## config.mk

```make
export PLATFORM = sky130hd
export DESIGN_NAME = execute_unit
export DESIGN_NICKNAME = d
export VERILOG_FILES = /design/src/rtl/exec_pkg.sv /design/src/rtl/shift_add_multiplier.sv /design/src/rtl/execute_unit.sv
export SDC_FILE = /design/constraint.sdc
export NUM_CORES = 1
export LEC_CHECK = 0
export ABC_AREA = 1
export CAP_MARGIN = 40
export CORE_UTILIZATION = 53
export DETAILED_ROUTE_END_ITERATION = 16
export PLACE_DENSITY = 0.85
export SLEW_MARGIN = 30
export SYNTH_ARGS = -nofsm -noshare
export SYNTH_HDL_FRONTEND = slang
export SYNTH_SLANG_ARGS = --single-unit
export TNS_END_PERCENT = 50
```

## constraint.sdc

```tcl
create_clock -name clk -period 3.4 [get_ports clk]
set_clock_uncertainty 0.05 [all_clocks]
set_input_delay 0.85 -clock clk [delete_from_list [all_inputs] [get_ports clk]]
set_output_delay 0.85 -clock clk [all_outputs]
set_load 0.03 [all_outputs]
```

## src/rtl/exec_pkg.sv

```systemverilog
// Shared definitions for the execute stage: opcodes, FSM states and multiplier length.
package exec_pkg;

  localparam logic [2:0] OP_ADD = 3'b000;
  localparam logic [2:0] OP_SUB = 3'b001;
  localparam logic [2:0] OP_AND = 3'b010;
  localparam logic [2:0] OP_OR  = 3'b011;
  localparam logic [2:0] OP_XOR = 3'b100;
  localparam logic [2:0] OP_SHL = 3'b101;
  localparam logic [2:0] OP_MUL = 3'b110;
  localparam logic [2:0] OP_MOV = 3'b111;

  typedef enum logic [1:0] {
    ST_IDLE    = 2'd0,
    ST_MUL_RUN = 2'd1,
    ST_WB      = 2'd2
  } exec_state_e;

  localparam int unsigned MUL_CYCLES = 8;

endpackage

```

## src/rtl/shift_add_multiplier.sv

```systemverilog
// Unsigned shift-add multiplier: operands latched on start, one partial product per cycle.
module shift_add_multiplier
  import exec_pkg::*;
#(
  parameter int unsigned DATA_W = 8
) (
  input  logic                  clk,
  input  logic                  rst,
  input  logic                  start,
  input  logic [DATA_W-1:0]     multiplicand,
  input  logic [DATA_W-1:0]     multiplier,
  output logic                  busy,
  output logic                  done,
  output logic [2*DATA_W-1:0]   product
);

  localparam int unsigned IdxW = $clog2(DATA_W);

  logic [3:0]          cnt_q;
  logic [DATA_W-1:0]   mcand_q;
  logic [DATA_W-1:0]   mplr_q;
  logic [2*DATA_W-1:0] acc_q;
  logic                busy_q;
  logic                last;

  assign last    = busy_q && (cnt_q == 4'(MUL_CYCLES - 1));
  assign busy    = busy_q;
  assign done    = last;
  assign product = acc_q;

  always_ff @(posedge clk) begin
    if (rst) begin
      cnt_q   <= '0;
      mcand_q <= '0;
      mplr_q  <= '0;
      acc_q   <= '0;
      busy_q  <= 1'b0;
    end else if (start && !busy_q) begin
      cnt_q   <= '0;
      mcand_q <= multiplicand;
      mplr_q  <= multiplier;
      acc_q   <= '0;
      busy_q  <= 1'b1;
    end else if (busy_q) begin
      if (mplr_q[cnt_q[IdxW-1:0]]) begin
        acc_q <= acc_q + ({{DATA_W{1'b0}}, mcand_q} << cnt_q);
      end
      if (last) begin
        cnt_q  <= '0;
        busy_q <= 1'b0;
      end else begin
        cnt_q <= cnt_q + 4'd1;
      end
    end
  end

endmodule

```

## src/rtl/execute_unit.sv

```systemverilog
// Execute stage: ALU, shift-add MUL and dual-port write-back into the register bank.
module execute_unit
  import exec_pkg::*;
#(
  parameter int unsigned DATA_W = 8,
  parameter int unsigned ADDR_W = 2
) (
  input  logic              clk,
  input  logic              rst,
  input  logic              instr_valid,
  output logic              instr_ready,
  input  logic [2:0]        opcode,
  input  logic [ADDR_W-1:0] dst_a,
  input  logic [ADDR_W-1:0] dst_b,
  input  logic [DATA_W-1:0] op1,
  input  logic [DATA_W-1:0] op2,
  output logic              rb_rw,
  output logic [ADDR_W-1:0] rb_add1i,
  output logic [ADDR_W-1:0] rb_add2i,
  output logic [DATA_W-1:0] rb_ip1,
  output logic [DATA_W-1:0] rb_ip2,
  output logic              done,
  output logic              flag_z,
  output logic              flag_c
);

  exec_state_e         state_q, state_d;
  logic [2:0]          opc_q;
  logic [ADDR_W-1:0]   dst_a_q, dst_b_q;
  logic [DATA_W-1:0]   a_q, b_q;
  logic                flag_z_q, flag_c_q;

  logic                accept;
  logic                wb_active;
  logic                mul_busy, mul_done;
  logic [2*DATA_W-1:0] mul_product;

  logic [DATA_W-1:0]   res, res_hi;
  logic                c_new, z_new;

  assign instr_ready = (state_q == ST_IDLE);
  assign accept      = instr_valid && instr_ready;
  // A reset landing on the write-back cycle must keep the bank in read mode.
  assign wb_active   = (state_q == ST_WB) && !rst;

  shift_add_multiplier #(
    .DATA_W (DATA_W)
  ) u_mul (
    .clk          (clk),
    .rst          (rst),
    .start        (accept && (opcode == OP_MUL)),
    .multiplicand (op1),
    .multiplier   (op2),
    .busy         (mul_busy),
    .done         (mul_done),
    .product      (mul_product)
  );

  always_comb begin
    state_d = state_q;
    unique case (state_q)
      ST_IDLE:    if (accept) state_d = (opcode == OP_MUL) ? ST_MUL_RUN : ST_WB;
      ST_MUL_RUN: if (mul_done || !mul_busy) state_d = ST_WB;
      ST_WB:      state_d = ST_IDLE;
      default:    state_d = ST_IDLE;
    endcase
  end

  always_ff @(posedge clk) begin
    if (rst) begin
      state_q  <= ST_IDLE;
      opc_q    <= '0;
      dst_a_q  <= '0;
      dst_b_q  <= '0;
      a_q      <= '0;
      b_q      <= '0;
      flag_z_q <= 1'b0;
      flag_c_q <= 1'b0;
    end else begin
      state_q <= state_d;
      if (accept) begin
        opc_q   <= opcode;
        dst_a_q <= dst_a;
        dst_b_q <= dst_b;
        a_q     <= op1;
        b_q     <= op2;
      end
      if (wb_active) begin
        flag_z_q <= z_new;
        flag_c_q <= c_new;
      end
    end
  end

  always_comb begin
    res    = '0;
    res_hi = '0;
    c_new  = 1'b0;
    case (opc_q)
      OP_ADD: {c_new, res} = {1'b0, a_q} + {1'b0, b_q};
      OP_SUB: begin
        res   = a_q - b_q;
        c_new = (a_q < b_q);
      end
      OP_AND: res = a_q & b_q;
      OP_OR:  res = a_q | b_q;
      OP_XOR: res = a_q ^ b_q;
      OP_SHL: begin
        res   = {a_q[DATA_W-2:0], 1'b0};
        c_new = a_q[DATA_W-1];
      end
      OP_MUL: begin
        res    = mul_product[DATA_W-1:0];
        res_hi = mul_product[2*DATA_W-1:DATA_W];
        c_new  = |res_hi;
      end
      default: res = a_q;
    endcase
    z_new = (opc_q == OP_MUL) ? (mul_product == '0) : (res == '0);
  end

  always_comb begin
    rb_rw    = 1'b1;
    rb_add1i = '0;
    rb_add2i = '0;
    rb_ip1   = '0;
    rb_ip2   = '0;
    done     = 1'b0;
    if (wb_active) begin
      rb_rw    = 1'b0;
      done     = 1'b1;
      rb_add1i = dst_a_q;
      rb_ip1   = res;
      if (opc_q == OP_MUL) begin
        rb_add2i = dst_b_q;
        rb_ip2   = res_hi;
      end else begin
        rb_add2i = dst_a_q;
        rb_ip2   = res;
      end
    end
  end

  assign flag_z = wb_active ? z_new : flag_z_q;
  assign flag_c = wb_active ? c_new : flag_c_q;

endmodule

```

; After elaboration in Yosys (flattened, before gate mapping)
; Cells that the tools add are included.
[totals]
input_bits = 26
reg_bits = 64
wordCells = 74
out_inout_bits = 25
[classes]
shift = 1
n_eq_ne = 12
muxes = 23
bitwise_logic = 3
n_addsub = 4
reduce_logical = 16
order_cmp = 2
[op_table]
columns = operator, n
row1 = 8-bit one-hot mux with 7 select lines, 1
row2 = 8-bit 2-to-1 mux, 3
row3 = 16-bit adder, 1
row4 = 16-bit zero test, 1
row5 = 8-bit by 4-bit left shift with 16-bit output, 1
row6 = 3-bit equality test (second input constant), 4
row7 = 2-bit 2-to-1 mux, 6
row8 = 8-bit by 8-bit adder with 9-bit output, 1
row9 = 1-bit 2-to-1 mux, 9
row10 = 8-bit bitwise AND, 1
row11 = 8-bit zero test, 1
row12 = 8-bit < comparator, 1
row13 = 8-bit OR, 1
row14 = 8-bit OR reduction, 1
row15 = 8-bit subtractor, 1
row16 = 8-bit bitwise XOR, 1
row17 = 3-bit by 2-bit equality test with 1-bit output (second input constant), 2
row18 = 1-bit logical AND, 5
row19 = 4-bit by 1-bit adder with 4-bit output (second input constant), 1
row20 = 4-bit by 3-bit equality test with 1-bit output (second input constant), 1
row21 = 3-bit by 4-bit < comparator with 1-bit output (second input constant), 1
row22 = 4-bit 2-to-1 mux, 1
row23 = 1-bit one-hot mux with 4 select lines, 1
row24 = 2-bit one-hot mux with 2 select lines, 1
row25 = 12 further kinds, 14

; Logic depth before layout (Yosys ltp)
[depth]
word_depth = 5
ltp_mapped = 20
ltp_nobuf = 19

; By module
; From an unflattened synthesis, not the netlist that was laid out.
[hier_totals]
hier_cells = 825
hier_area_um2 = 5258.8
[modules_own_cells]
columns = module, n_inst, area_per_inst_um2, seq_area_each_um2, cells_each
row1 = shift_add_multiplier, 1, 2642.5, 740.7, 396
row2 = execute_unit, 1, 2616.3, 540.5, 429

; Least setup slack after synthesis
; OpenSTA, ideal clock, no wires.
[synth_path]
path_kind = in2out
startpoint = input port rst
endpoint = output port rb_add2i[0]
path_stages = 5
t_required_ps = 2500
slack_ps = -12
arrival_time_ps = 2512
n_path_buf = 2
path_cell_list = clkbuf_1 > nor3_1 > clkbuf_1 > o21ai_0 > a21oi_1
[synth_via]
elab_chain_cells = 3
[synth_lines]
columns = item, line
row1 = from (decl), execute_unit.sv:9  ; input logic rst,
row2 = 1-bit zero test, execute_unit.sv:44  ; assign wb_active = (state_q == ST_WB) && !rst;
row3 = 1-bit logical AND, execute_unit.sv:44
row4 = 2-bit 2-to-1 mux, execute_unit.sv:129  ; if (wb_active) begin
row5 = to (decl), execute_unit.sv:19  ; output logic [ADDR_W-1:0] rb_add2i,
; No other way between the ends.

; Final worst setup path
[layout_path]
startpoint = register b_q[0]
endpoint = output port flag_z
[layout_via]
elab_chain_cells = 5
elab_cells_between_ends = 9
cone_classes = add/sub (2) / mux (3) / bitwise (3) / reduce/logical (1)
[layout_lines]
columns = item, line
row1 = from (decl), execute_unit.sv:30  ; logic [DATA_W-1:0] a_q, b_q;
row2 = from (signal assigned), execute_unit.sv:86  ; b_q <= op2;
row3 = "8-bit subtractor, or another cell as far along", execute_unit.sv:102  ; res = a_q - b_q;
row4 = 8-bit one-hot mux with 7 select lines (*), execute_unit.sv:99  ; case (opc_q)
row5 = 8-bit zero test (*), execute_unit.sv:119  ; z_new = (opc_q == OP_MUL) ? (mul_product == '0) : (res == '0);
row6 = 1-bit 2-to-1 mux (*), execute_unit.sv:119
row7 = 1-bit 2-to-1 mux (*), -
row8 = to (decl), execute_unit.sv:23  ; output logic flag_z,
; Every way passes the cells marked *; elsewhere a longest branch is shown, timed or not.

==> out/results.md <==
| Stage | Quantity | This run |
| --- | --- | --- |
| clock tree | H-tree levels | 3 |
| synth | Count of mapped cells out of synthesis | 800 |
| synth | Count of different cell masters after synthesis | 49 |
| min path | Hold Path Cell Cnt | 2 |
| cells and area | Area taken by multi-input logic gates | 0.00338 mm^2 |
| synth | Post-synthesis cell area | 0.00508 mm^2 |
| cells and area | Post-layout util | 64.9% |
| worst setup path | Type of destination of the critical path | output port |
| cells and area | Layout cells sized above 1 | 12.8% |
| worst setup path | Critical-path maximum fanout | 4 |
| power | Internal Power | 1560 uW |
| placed design | Placement Cell Area | 0.00565 mm^2 |
| detailed routing | Ratio of routed vias to standard cells | 5.62 |
| power | Worst voltage drop across the vdd grid | 234 uV |
| cells and area | Highest-count cells in the layout ignoring fill and taps | nand2_1 (157), nor2_1 (105), inv_1 (88), o21ai_0 (74), a21oi_1 (64) |
| worst setup path | Slack of the worst reg-to-reg path | 0.38 ns |
| timing | Tcrit/Tclk final | 100% |
| detailed routing | Remaining antenna violation count | 0 |
| global route | Largest net degree at the start of global routing | 46 |
| detailed routing | TritonRoute pass-1 iters | 5 |
| global route | Tot GR Track Use | 30.1% |
| floorplanning | Placement row count | 35 |
| detailed routing | Average wire length per cell after detail routing | 14.8 um |
| worst setup path | Sequence of cells on the critical path | ha_1 > fa_2 > inv_1 > o21ai_0 > nor2_1 > nand2_1 > nand2_2 > nand2_1 > clkinv_1 > nand4_1 > o21bai_2 > nand2_2 > inv_1 > buf_4 |
| floorplanning | Die H | 100 um |
| global route | Global-route wire length before repair | 23700 um |
| job | Max-cap viol count | 0 |
| detailed routing | Final wirelength | 14500 um |
| cells and area | Antenna Cells | 0 |
| power | Relative contribution of combinational cells to total power | 25.2% |
| worst setup path | CP top delay family | adder cells |
| synth | Primary FF master, synth | dfxtp_1 |
| status | Result of the run | complete, but fails checks |
| worst setup path | Critical setup path kind | reg2out |
| synth | Cell types with the largest area share after synthesis | dfxtp_1 (25%), nand2_1 (12%), ha_1 (9.8%) |
| synth | Area share of the leading cell type in the synthesized netlist | 25.2% |
| power | Clock network fraction of total power | 39.0% |
| worst setup path | Worst path required time | 2.50 ns |
| floorplanning | Die X | 100 um |
| worst setup path | Number of buffers and inverters on the critical path | 4 |
| clock tree | Clock tree from TritonCTS | built |
| timing | Highest attainable clock frequency | 293 MHz |
| placed design | HPWL reported at the end of detailed placement | 11000 um |
| clock tree | Clock sinks | 64 |
| cells and area | Fillers | 832 |
| timing | Total count of max-transition violations in the final report | 0 |
| synth | Number of synthesized flops with an enable pin | 0 |
| placed design | Number of port buffers | 50 |
| synth | Syn nets | 869 |
| floorplanning | Top-Level Pins | 51 |
| floorplanning | Die outline area | 0.00999 mm^2 |
| synth | Average cell area after synthesis | 6.36 um^2 |
| global route | Number of antenna violations at the first check in global routing | 0 |
| clock tree | Clock Tree Buf Depth | 2 |
| cells and area | Most common library cell in the layout ignoring fill and taps | nand2_1 |
| clock tree | # hold bufs at CTS | 0 |
| synth | Share of synthesized registers carrying an async set or reset | 0% |
| timing | Final Worst Setup Slack | -0.0130 ns |
| clock tree | Root Buffer Master | clkbuf_8 |
| floorplanning | Floorplan Core Area | 0.00928 mm^2 |
| worst setup path | Startpoint of the most critical register-to-register path | u_mul.cnt_q[1] |
| global route | Number of global-route vias before repair | 4967 |
| floorplanning | Initial Utilization | 54.8% |
| synth | Dominant cell type by area after synthesis | dfxtp_1 |
| placed design | Number of placed instances, taps included | 961 |
| worst setup path | Worst R2R Path Depth | 12 |
| status | Violations in the final reports | negative setup slack |
| worst setup path | Endpoint of the most critical register-to-register path | u_mul.product[9] |
| min path | Worst Min Path Start | flag_c_q |
| cells and area | Layout Cells excl Fill | 978 |
| synth | Share of synthesized area occupied by flip-flops and latches | 25.2% |
| worst setup path | Setup crit start kind | flop |
| timing | Final Critical Period | 3.41 ns |
| cells and area | Total number of nets in the final design | 913 |
| timing | Tightest Pin Transition | 0.486 ns |
| power | Leak Pwr | 0.00285 uW |
| power | Seq pwr share | 35.8% |
| timing | Number of hold-slack violations in the final timing report | 0 |
| min path | Capture endpoint of the worst hold path | flag_c_q |
| timing | Number of setup violations in the final report | 1 |
| cells and area | Register Area | 0.00129 mm^2 |
| min path | Worst hold path class | reg2reg |
| timing | Worst max-slew margin expressed relative to the limit | 67.4% |
| clock tree | Clock insertion delay at the later pin of the skew report | 0.35 ns |
| detailed routing | Count of vias placed by the detailed router | 5494 |
| synth | Number of warnings issued by yosys | 0 |
| detailed routing | Initial DRC Count | 474 |
| synth | Flip-flop and latch count after synthesis | 64 |
| clock tree | Number of buffers inserted during clock tree synthesis | 9 |
| detailed routing | Drt drc | 0 |
| power | Switching share of power | 31.6% |
| global route | Total global routing overflow | 0 |
| worst setup path | Data arrival, critical path | 2.51 ns |
| power | Cell area power density | 379 mW/mm^2 |
| cells and area | Final design instance area without fill | 0.00602 mm^2 |
| timing | Setup repair after global routing missed its margin | true |
| placed design | DP Worst Slack | 0.178 ns |
| power | Power dissipated by switching net loads | 722 uW |
| placed design | Final Wtd Congestion | 0.986 |
| worst setup path | Library cell contributing the largest single delay on the critical path | fa_2 |
| clock tree | Clock-pin transition on the worst setup and hold timing paths | 0.08 ns |
| cells and area | Area growth from synthesis to layout | 18.5% |
| worst setup path | Max incr delay on CP | 0.47 ns |
## per-layer routing
layer	GRT usage (%)	vias to the layer above	wire [um]
li1	-	2734	-
met1	40.0	2450	6450
met2	48.2	276	6360
met3	5.85	34	1190
met4	11.7	0	452
met5	0	-	0
## how the worst max path moves through the flow
stage / cells past startpoint / slack [ns] / from / end
after global placement: 5 / 0.18 / rst / rb_rw
after global routing: 14 / -0.18 / b_q[0] / flag_z
final: 14 / -0.01 / b_q[0] / flag_z
after CTS: 16 / 0.01 / a_q[0] / flag_z
after detailed placement: 5 / 0.18 / rst / rb_rw
after floorplan: 5 / -0.01 / rst / rb_ip2[4]
## worst reg2reg max path, delay by kind of cell (launching register included)
kind	cells	cell delay, ns
flip-flops	1	0.48
AND/OR/NAND/NOR	2	0.14
XOR/XNOR	1	0.17
buffers and inverters	1	0.24
adder cells (fa/ha/maj)	1	0.35
AO/OA/AOI/OAI	7	1.45
## power groups by stage
| stage | clock (uW) | combinational [uW] | sequential, uW |
|---|---|---|---|
| finish | 890 | 575 | 819 |
| global route | 926 | 636 | 823 |
| CTS | 896 | 551 | 818 |
| detailed placement | 0 | 525 | 834 |
| global placement | 0 | 513 | 832 |
| floorplan | 0 | 379 | 821 |
## registers in the layout, summed over array words and instances, names as in the netlist, 2 cells and up
register	flops
a_q	8
b_q	8
dst_a_q	2
dst_b_q	2
opc_q	3
state_q	2
u_mul.cnt_q	4
u_mul.mcand_q	8
u_mul.mplr_q	8
u_mul.product	16
## metrics by stage
stage / setup TNS, ns / hold WS [ns] / total power [uW]
after floorplan: -0.0483 / 0.394 / 1200
after global placement: 0 / 0.410 / 1350
after detailed placement: 0 / 0.414 / 1360
after CTS: 0 / 0.426 / 2260
after global routing: -0.184 / 0.449 / 2390
final: -0.0130 / 0.422 / 2280
## synthesized netlist by cell type, types with 2 or more instances
master	n
fa_1	3
nand2_2	8
nor2_1	106
ha_1	40
xor2_1	6
buf_1	2
buf_2	10
nand2_1	159
clkinv_1	3
inv_2	4
a21oi_1	69
o21bai_1	2
o21ai_1	10
o21ai_0	75
inv_4	3
nor3_1	6
o211ai_1	7
o221ai_1	4
a31oi_1	4
mux2i_1	2
a21o_1	4
nand4_1	13
dfxtp_1	64
nor4_1	3
inv_1	88
nor2_2	5
or2_2	2
buf_4	2
nand3_1	53
nor3_2	2
clkbuf_1	15
o22ai_1	4
xnor2_1	4
nand3_2	2
buf_6	2
## cell type report
cell class,count,area share [%]
inverter,98,6.23
timing repair buffer,64,9.10
multi-input combinational,607,56.1
sequential,64,21.4
clock inverter,7,2.37
clock buffer,9,2.06
tap,129,2.68
## what timing repair did
item | 4_1_cts | 5_1_grt
setup endpoints to repair | 2 | 7
hold endpoints to repair | 0 | 0
pin swaps | 1 | 1
resized for setup | 15 | 13
buffers inserted | 1 | 0
## cell families (layout without fill, tap and decap cells)
| group | count (synthesis) | after routing | share of synthesized area [%] |
|---|---|---|---|
| simple gates | 366 | 366 | 31.3 |
| compound gates | 186 | 186 | 20.0 |
| buf+inv | 129 | 178 | 10.4 |
| flops | 64 | 64 | 25.2 |
| fa+ha+maj | 43 | 43 | 11.0 |
| xor+xnor | 10 | 10 | 1.72 |
| mux | 2 | 2 | 0.394 |
Power figures use the tool's default switching activity.
